<file path="src/rtl/pc_unit_if.sv">
// Fetch-request channel between the PC generator and instruction memory.
// The PC side drives valid/address; the memory side answers with ready.
interface pc_unit_if #(
   parameter int XLEN = 32
);
   logic            req_valid;
   logic            req_ready;
   logic [XLEN-1:0] req_addr;

   modport master (output req_valid, output req_addr, input req_ready);
   modport slave  (input req_valid, input req_addr, output req_ready);
endinterface

</file>
<file path="src/rtl/pc_unit.sv">
// Registered PC generator: sequential fetch, branch/JALR and trap redirects,
// a one-entry redirect buffer for back-pressured fetches, misalign reporting.
module pc_unit #(
   parameter int              XLEN      = 32,
   parameter logic [XLEN-1:0] RESET_VEC = '0,
   parameter int              STEP      = 4,
   parameter int              CAUSE_W   = 5
) (
   input  logic               clk,
   input  logic               rst_n,
   pc_unit_if.master          fetch,
   input  logic               i_br_valid,
   input  logic               i_br_base_sel,
   input  logic [XLEN-1:0]    i_br_pc,
   input  logic [XLEN-1:0]    i_rs1,
   input  logic [XLEN-1:0]    i_imm,
   input  logic               i_trap_valid,
   input  logic [XLEN-1:0]    i_tvec,
   input  logic [CAUSE_W-1:0] i_trap_cause,
   output logic               o_pending,
   output logic               o_misalign_err,
   output logic [XLEN-1:0]    o_misalign_addr
);

   logic [XLEN-1:0] r_pc;
   logic            r_req_valid;
   logic            r_pending;
   logic [XLEN-1:0] r_pend_tgt;
   logic            r_misalign_err;
   logic [XLEN-1:0] r_misalign_addr;

   logic [XLEN-1:0] w_br_base;
   logic [XLEN-1:0] w_br_sum;
   logic [XLEN-1:0] w_br_tgt;
   logic            w_br_misalign;
   logic [XLEN-1:0] w_tvec_base;
   logic [XLEN-1:0] w_cause_off;
   logic [XLEN-1:0] w_trap_tgt;
   logic            w_event;
   logic [XLEN-1:0] w_event_tgt;
   logic            w_fire;
   logic            w_misalign_now;

   assign w_br_base     = i_br_base_sel ? i_rs1 : i_br_pc;
   assign w_br_sum      = w_br_base + i_imm;
   // JALR clears bit 0 before the alignment test
   assign w_br_tgt      = i_br_base_sel ? {w_br_sum[XLEN-1:1], 1'b0} : w_br_sum;
   assign w_br_misalign = w_br_tgt[1];

   assign w_tvec_base = {i_tvec[XLEN-1:2], 2'b00};
   assign w_cause_off = {{(XLEN-CAUSE_W-2){1'b0}}, i_trap_cause, 2'b00};
   assign w_trap_tgt  = (i_tvec[1:0] == 2'b01) ? (w_tvec_base + w_cause_off) : w_tvec_base;

   assign w_event        = i_trap_valid | (i_br_valid & ~w_br_misalign);
   assign w_event_tgt    = i_trap_valid ? w_trap_tgt : w_br_tgt;
   assign w_misalign_now = i_br_valid & ~i_trap_valid & w_br_misalign;
   assign w_fire         = r_req_valid & fetch.req_ready;

   always_ff @(posedge clk or negedge rst_n) begin
      if (!rst_n) begin
         r_pc            <= RESET_VEC;
         r_req_valid     <= 1'b0;
         r_pending       <= 1'b0;
         r_pend_tgt      <= '0;
         r_misalign_err  <= 1'b0;
         r_misalign_addr <= '0;
      end else begin
         r_req_valid    <= 1'b1;
         r_misalign_err <= w_misalign_now;
         if (w_misalign_now)
            r_misalign_addr <= w_br_tgt;

         if (w_event) begin
            if (!r_req_valid || w_fire) begin
               r_pc      <= w_event_tgt;
               r_pending <= 1'b0;
            end else begin
               r_pend_tgt <= w_event_tgt;
               r_pending  <= 1'b1;
            end
         end else if (w_fire) begin
            if (r_pending) begin
               r_pc      <= r_pend_tgt;
               r_pending <= 1'b0;
            end else begin
               r_pc <= r_pc + XLEN'(STEP);
            end
         end
      end
   end

   assign fetch.req_valid = r_req_valid;
   assign fetch.req_addr  = r_pc;
   assign o_pending       = r_pending;
   assign o_misalign_err  = r_misalign_err;
   assign o_misalign_addr = r_misalign_addr;

endmodule

</file>
<file path="src/flat_wrapper.sv">
// flat-port wrapper written by rule: the top's interface ports become plain ports
module pc_unit_flat 
#(
   parameter int              XLEN      = 32,
   parameter logic [XLEN-1:0] RESET_VEC = '0,
   parameter int              STEP      = 4,
   parameter int              CAUSE_W   = 5
)
  (clk, rst_n, i_br_valid, i_br_base_sel, i_br_pc, i_rs1, i_imm, i_trap_valid, i_tvec, i_trap_cause, o_pending, o_misalign_err, o_misalign_addr, fetch_req_valid, fetch_req_addr, fetch_req_ready);
  pc_unit_if #(.XLEN(XLEN)) fetch_i ();
  input  logic clk;
  input  logic rst_n;
  input  logic i_br_valid;
  input  logic i_br_base_sel;
  input  logic [XLEN-1:0] i_br_pc;
  input  logic [XLEN-1:0] i_rs1;
  input  logic [XLEN-1:0] i_imm;
  input  logic i_trap_valid;
  input  logic [XLEN-1:0] i_tvec;
  input  logic [CAUSE_W-1:0] i_trap_cause;
  output logic o_pending;
  output logic o_misalign_err;
  output logic [XLEN-1:0] o_misalign_addr;
  output wire logic [$bits(fetch_i.req_valid)-1:0] fetch_req_valid;
  output wire logic [$bits(fetch_i.req_addr)-1:0] fetch_req_addr;
  input wire logic [$bits(fetch_i.req_ready)-1:0] fetch_req_ready;
  assign fetch_req_valid = fetch_i.req_valid;
  assign fetch_req_addr = fetch_i.req_addr;
  assign fetch_i.req_ready = fetch_req_ready;
  pc_unit #(.XLEN(XLEN), .RESET_VEC(RESET_VEC), .STEP(STEP), .CAUSE_W(CAUSE_W)) u_core (.clk(clk), .rst_n(rst_n), .fetch(fetch_i), .i_br_valid(i_br_valid), .i_br_base_sel(i_br_base_sel), .i_br_pc(i_br_pc), .i_rs1(i_rs1), .i_imm(i_imm), .i_trap_valid(i_trap_valid), .i_tvec(i_tvec), .i_trap_cause(i_trap_cause), .o_pending(o_pending), .o_misalign_err(o_misalign_err), .o_misalign_addr(o_misalign_addr));
endmodule
</file>
<file path="config.mk">
export PLATFORM = sky130hd
export DESIGN_NAME = pc_unit_flat
export DESIGN_NICKNAME = d
export VERILOG_FILES = /design/src/rtl/pc_unit_if.sv /design/src/rtl/pc_unit.sv /design/src/flat_wrapper.sv
export SDC_FILE = /design/constraint.sdc
export NUM_CORES = 1
export LEC_CHECK = 0
export ABC_AREA = 1
export CAP_MARGIN = 20
export CORE_ASPECT_RATIO = 0.8
export CORE_MARGIN = 2
export CORE_UTILIZATION = 24
export CTS_CLUSTER_SIZE = 12
export DETAILED_ROUTE_END_ITERATION = 8
export GPL_TIMING_DRIVEN = 0
export PLACE_DENSITY_LB_ADDON = 0.05
export SETUP_SLACK_MARGIN = 0.05
export SKIP_CTS_REPAIR_TIMING = 1
export SLEW_MARGIN = 20
export SYNTH_ARGS = -nofsm -noshare
export SYNTH_HDL_FRONTEND = slang
export SYNTH_SLANG_ARGS = --single-unit
</file>
<file path="constraint.sdc">
create_clock -name clk -period 4.7 [get_ports clk]
set_clock_uncertainty 0.15 [all_clocks]
set_input_delay 0.94 -clock clk [delete_from_list [all_inputs] [get_ports clk]]
set_output_delay 0.94 -clock clk [all_outputs]
set_load 0.005 [all_outputs]
</file>
# After elaboration in Yosys (flattened, before gate mapping)
# Index checks and enable logic that the tools add are counted.
[op_classes]
add_sub_neg = 3
n_eq_ne = 2
mux = 11
bitwise = 8
n_reduce_logical = 5
[ops]
columns = ["op", "n"]
rows = [
  ["$mux W32", 7],
  ["$add A32 B3 Y32 const B", 1],
  ["$add A32 B32 Y32", 1],
  ["$add A32 B7 Y32", 1],
  ["$and A1 B1 Y1", 4],
  ["$mux W1", 4],
  ["$reduce_and A2 Y1", 2],
  ["$not A1 Y1", 3],
  ["$eq A2 B1 Y1 const B", 1],
  ["$ne A2 B2 Y1 const B", 1],
  ["$reduce_bool A2 Y1", 1],
  ["$logic_not A1 Y1", 1],
  ["$logic_or A1 B1 Y1", 1],
  ["$or A1 B1 Y1", 1],
]
[word_totals]
reg_bits = 99
inputBits = 139
wordCells = 35

# Longest topological paths before layout
[logic_depth]
ltp_word = 7
depth_mapped = 21

# Worst setup path before layout
# OpenSTA, ideal clock, no wires.
[synth_path]
kind = "input to register"
from = "in i_br_base_sel"
to = "reg u_core.r_pc[23], in the netlist u_core.fetch.req_addr[23]"
setup_ns = 0.122
arrival_ns = 3.219
required_ns = 4.428
setup_slack_ns = 1.209
path_stages = 16
cell_sequence = "clkbuf_1 > clkinv_1 > clkbuf_1 > nand2_1 > nand2_1 > ha_1 > inv_1 > fa_1 > nand2_1 > nand2_2 > o21ai_2 > inv_1 > clkbuf_1 > o21ai_0 > a21oi_1 > a21oi_1"
[synth_via]
elab_chain_cells = 7
elab_cells_between_ends = 11
[synth_lines]
columns = ["item", "line", "source"]
rows = [
  ["from (decl)", "flat_wrapper.sv:14", "input logic i_br_base_sel;"],
  ["$mux W32 (*)", "pc_unit.sv:44", "assign w_br_base = i_br_base_sel ? i_rs1 : i_br_pc;"],
  ["$add A32 B32 Y32 (*)", "pc_unit.sv:45", "assign w_br_sum = w_br_base + i_imm;"],
  ["$not A1 Y1", "pc_unit.sv:54", "assign w_event = i_trap_valid | (i_br_valid & ~w_br_misalign);"],
  ["$and A1 B1 Y1", "pc_unit.sv:54", ""],
  ["$or A1 B1 Y1", "pc_unit.sv:54", ""],
  ["$ne A2 B2 Y1 (no source line) or $reduce_bool A2 Y1 (tied branches)", "--", ""],
  ["$reduce_and A2 Y1 (no source line)", "--", ""],
  ["to (signal assigned)", "pc_unit.sv:75", "r_pc <= w_event_tgt;"],
  ["to (signal assigned)", "pc_unit.sv:83", "r_pc <= r_pend_tgt;"],
  ["to (signal assigned)", "pc_unit.sv:86", "r_pc <= r_pc + XLEN'(STEP);"],
  ["to (decl)", "pc_unit.sv:25", "logic [XLEN-1:0] r_pc;"],
]
# Every way passes the cells marked *; elsewhere a longest branch is shown, timed or not. The select of a mux whose other input is x is not followed.
# A chain may end at the register's enable or synchronous reset.

# Worst setup path in the final report
[layout_path]
from = "in i_br_base_sel"
to = "reg u_core.r_pc[27], in the netlist u_core.fetch.req_addr[27]"
# The elaborated chain is that of the path after synthesis.

==> flow_summary.yaml <==
outcome:
  status: "complete, no violations"
yosys:
  synth_xor_xnor_area_share: 0.0288
  syn_inst: 1532
  async_flop_share: 1.00
  synth.distinct_cells: 48
  synth_warnings: 0
  synth_compound_area_frac: 0.110
  syn_nets: 1710
  postSynthAreaPerCell_um2: 5.95
  synth_area_mm2: 0.00912
  ys_seq_elements: 99
  synth-simple-area-share: 0.429
  synth_ff_type: "dfrtp_1"
  seq_area_frac_synth: 0.272
  synth-edff-count: 0
  synth_top_family_by_area: "simple AND/OR/NAND/NOR gates"
  synth_adder_area_share: 0.0552
  yosys-mux-area-fraction: 0
routing:
  drc: 0
  wirelength_um: 40400
  viasPerCell: 4.63
  routed_wire_length_per_instance_um: 18.0
  ant_nets: 0
  drt_iter0_drc: 871
  route.vias.total: 10371
  first_pass_iters: 5
worst_setup_path:
  worstPathRequired_ns: 4.82
  end_kind: "flop"
  crit_fanout: 10
  cp_data_arrival_time_ns: 4.40
  crit_type: "in2reg"
  critPathLaunchType: "input port"
sta:
  grt_setup_unrepaired: "false"
  tightest_slew_ns: 0.749
  timing.final.crit_share: 0.911
  fin_crit_ns: 4.28
  max_freq_mhz: 234
  max_slew_margin: 0.501
  finalHoldViolCount: 0
  slew_violations: 0
  fin_ws_ns: 0.419
  setup_viol: 0
  tns_ns: 0
die:
  initial_core_util: 0.245
  io_pins: 206
  die_area_mm2: 0.0396
  core_mm2: 0.0373
  rows: 63
  fp.dieW_um: 222
  die_y_um: 178
power:
  p_leak_nw: 5.97
  ir_worst_vdd_uv: 190
  p_per_area_mw_per_mm2: 314
clocking:
  cts_root_buffer: "clkbuf_16"
  cts_htree_levels: 3
  cts.sinks: 99
  clkSlewWorstSetupHoldPaths_ns: 0.08
  cts_tree: "built"
  cts_buffer_depth: 2
  clk_latency_ns: 0.39
  cts_buffers: 9
global_route:
  antenna_found_initial: 0
  grt_pass1_vias: 9958
  grt_pass1_wl_um: 61200
  grt_use_total: 0.208
  overflow: 0
  grt_max_degree: 58
layout:
  fillers: 4180
  final_common_cell: "nand2_1"
  diodes: 0
  area_delta_synth_final_pct: 32.8
  final_cell_mix: "571 x nand2_1, 203 x clkdlybuf4s50_1, 197 x inv_1"
  nNetsFinal: 1928
  drive_gt1_frac: 0.0422
job:
  max-cap-violations: 0
place:
  gp_congestion: 0.857
  post-dp-hpwl_um: 34200
  pre_cts_slack_ns: -0.357
  port_buffers: 204
hold_path:
  min_path_type: "in2async"
path summary, 6_finish.rpt:
check / from / depth (start not counted) / slack, ns / end
worst max register to register: u_core.fetch.req_addr[3] / 10 / 2.31 / u_core.fetch.req_addr[26]
worst min-delay path: rst_n / 1 / 0.32 / u_core.fetch.req_addr[0]
worst max-delay path: i_br_base_sel / 16 / 0.42 / u_core.fetch.req_addr[27]
worst min register to register: u_core.o_misalign_addr[1] / 1 / 0.32 / u_core.o_misalign_addr[1]
max in group asynchronous: rst_n / 2 / 3.40 / u_core.fetch.req_addr[21]
min in group clk: u_core.o_misalign_addr[1] / 1 / 0.33 / u_core.o_misalign_addr[1]
sequential cells by signal (all words and copies together), names as in the netlist:
register	count
u_core.fetch.req_addr	32
u_core.fetch.req_valid	1
u_core.o_misalign_addr	32
u_core.o_misalign_err	1
u_core.o_pending	1
u_core.r_pend_tgt	32
cells in the mapped netlist, types with 7 or more instances:
cell | n | area, um^2
nand2_2 | 7 | 43.8
nand2_1 | 571 | 2140
nand4_1 | 14 | 87.6
nor3_1 | 18 | 90.1
nor2_1 | 151 | 567
inv_1 | 197 | 739
a31oi_1 | 20 | 125
nand3_1 | 134 | 671
dfrtp_1 | 99 | 2480
xor2_1 | 13 | 114
clkbuf_1 | 29 | 109
nor2_2 | 9 | 56.3
a21oi_1 | 76 | 380
inv_2 | 11 | 41.3
nand3b_1 | 8 | 60.1
xnor2_1 | 17 | 149
ha_1 | 37 | 463
o21ai_1 | 10 | 50.1
o21ai_0 | 41 | 205
worst max-delay path: stages:
cell	delay [ns]
clkbuf_1	0.24
clkinvlp_4	0.20
clkbuf_1	0.37
nand2_1	0.09
nand2_1	0.10
ha_1	0.22
inv_1	0.07
fa_1	0.55
nand2_1	0.12
nand2_2	0.21
o21ai_2	0.16
inv_1	0.11
clkbuf_1	0.53
o21ai_0	0.21
nor2_1	0.17
a21oi_1	0.08
cell type report:
type,count,area [um^2],share of cell area
Clock buffer,11,243,0.0200
Timing Repair Buffer,207,2090,0.172
Tap cell,487,609,0.0503
Clock inverter,5,45.0,0.00372
Sequential cell,99,2480,0.205
Inverter,210,792,0.0654
Multi-Input combinational cell,1182,5690,0.470
Buffer,41,168,0.0138
kinds of logic (layout without fill, tap and decap cells):
kind of cell             Yosys count  in the layout
AND/OR/NAND/NOR                  934            934
AO/OA/AOI/OAI                    178            178
XOR/XNOR                          30             30
flip-flops                        99             99
other                              1              1
adder cells (fa/ha/maj)           39             39
buffers and inverters            251            474
metrics by stage:
stage	power (mW)	area [um^2]	hold WS [ns]	util	instances
after floorplan	2.13	9120	0.299	-	1532
after global placement	3.04	11800	0.307	0.316	2223
after detailed placement	3.05	11800	0.302	0.316	2224
after CTS	3.85	12100	0.330	0.324	2240
after global routing	4.11	12100	0.348	0.325	2242
final	3.80	12100	0.325	0.325	2242
power breakdown:
part	switching (mW)	internal, mW
sequential	0.232	1.08
combinational	0.944	0.766
clock	0.396	0.383
total	1.57	2.23
routing by layer:
metal	part of all wire	wire (um)	vias to the layer above	track usage
met2	0.39	15800	255	0.295
met3	0.055	2230	12	0.0382
li1	-	-	5300	-
met4	0.0037	150	0	0.0211
met1	0.55	22300	4804	0.330
met5	0	0	-	0
Power figures use the tool's default switching activity.
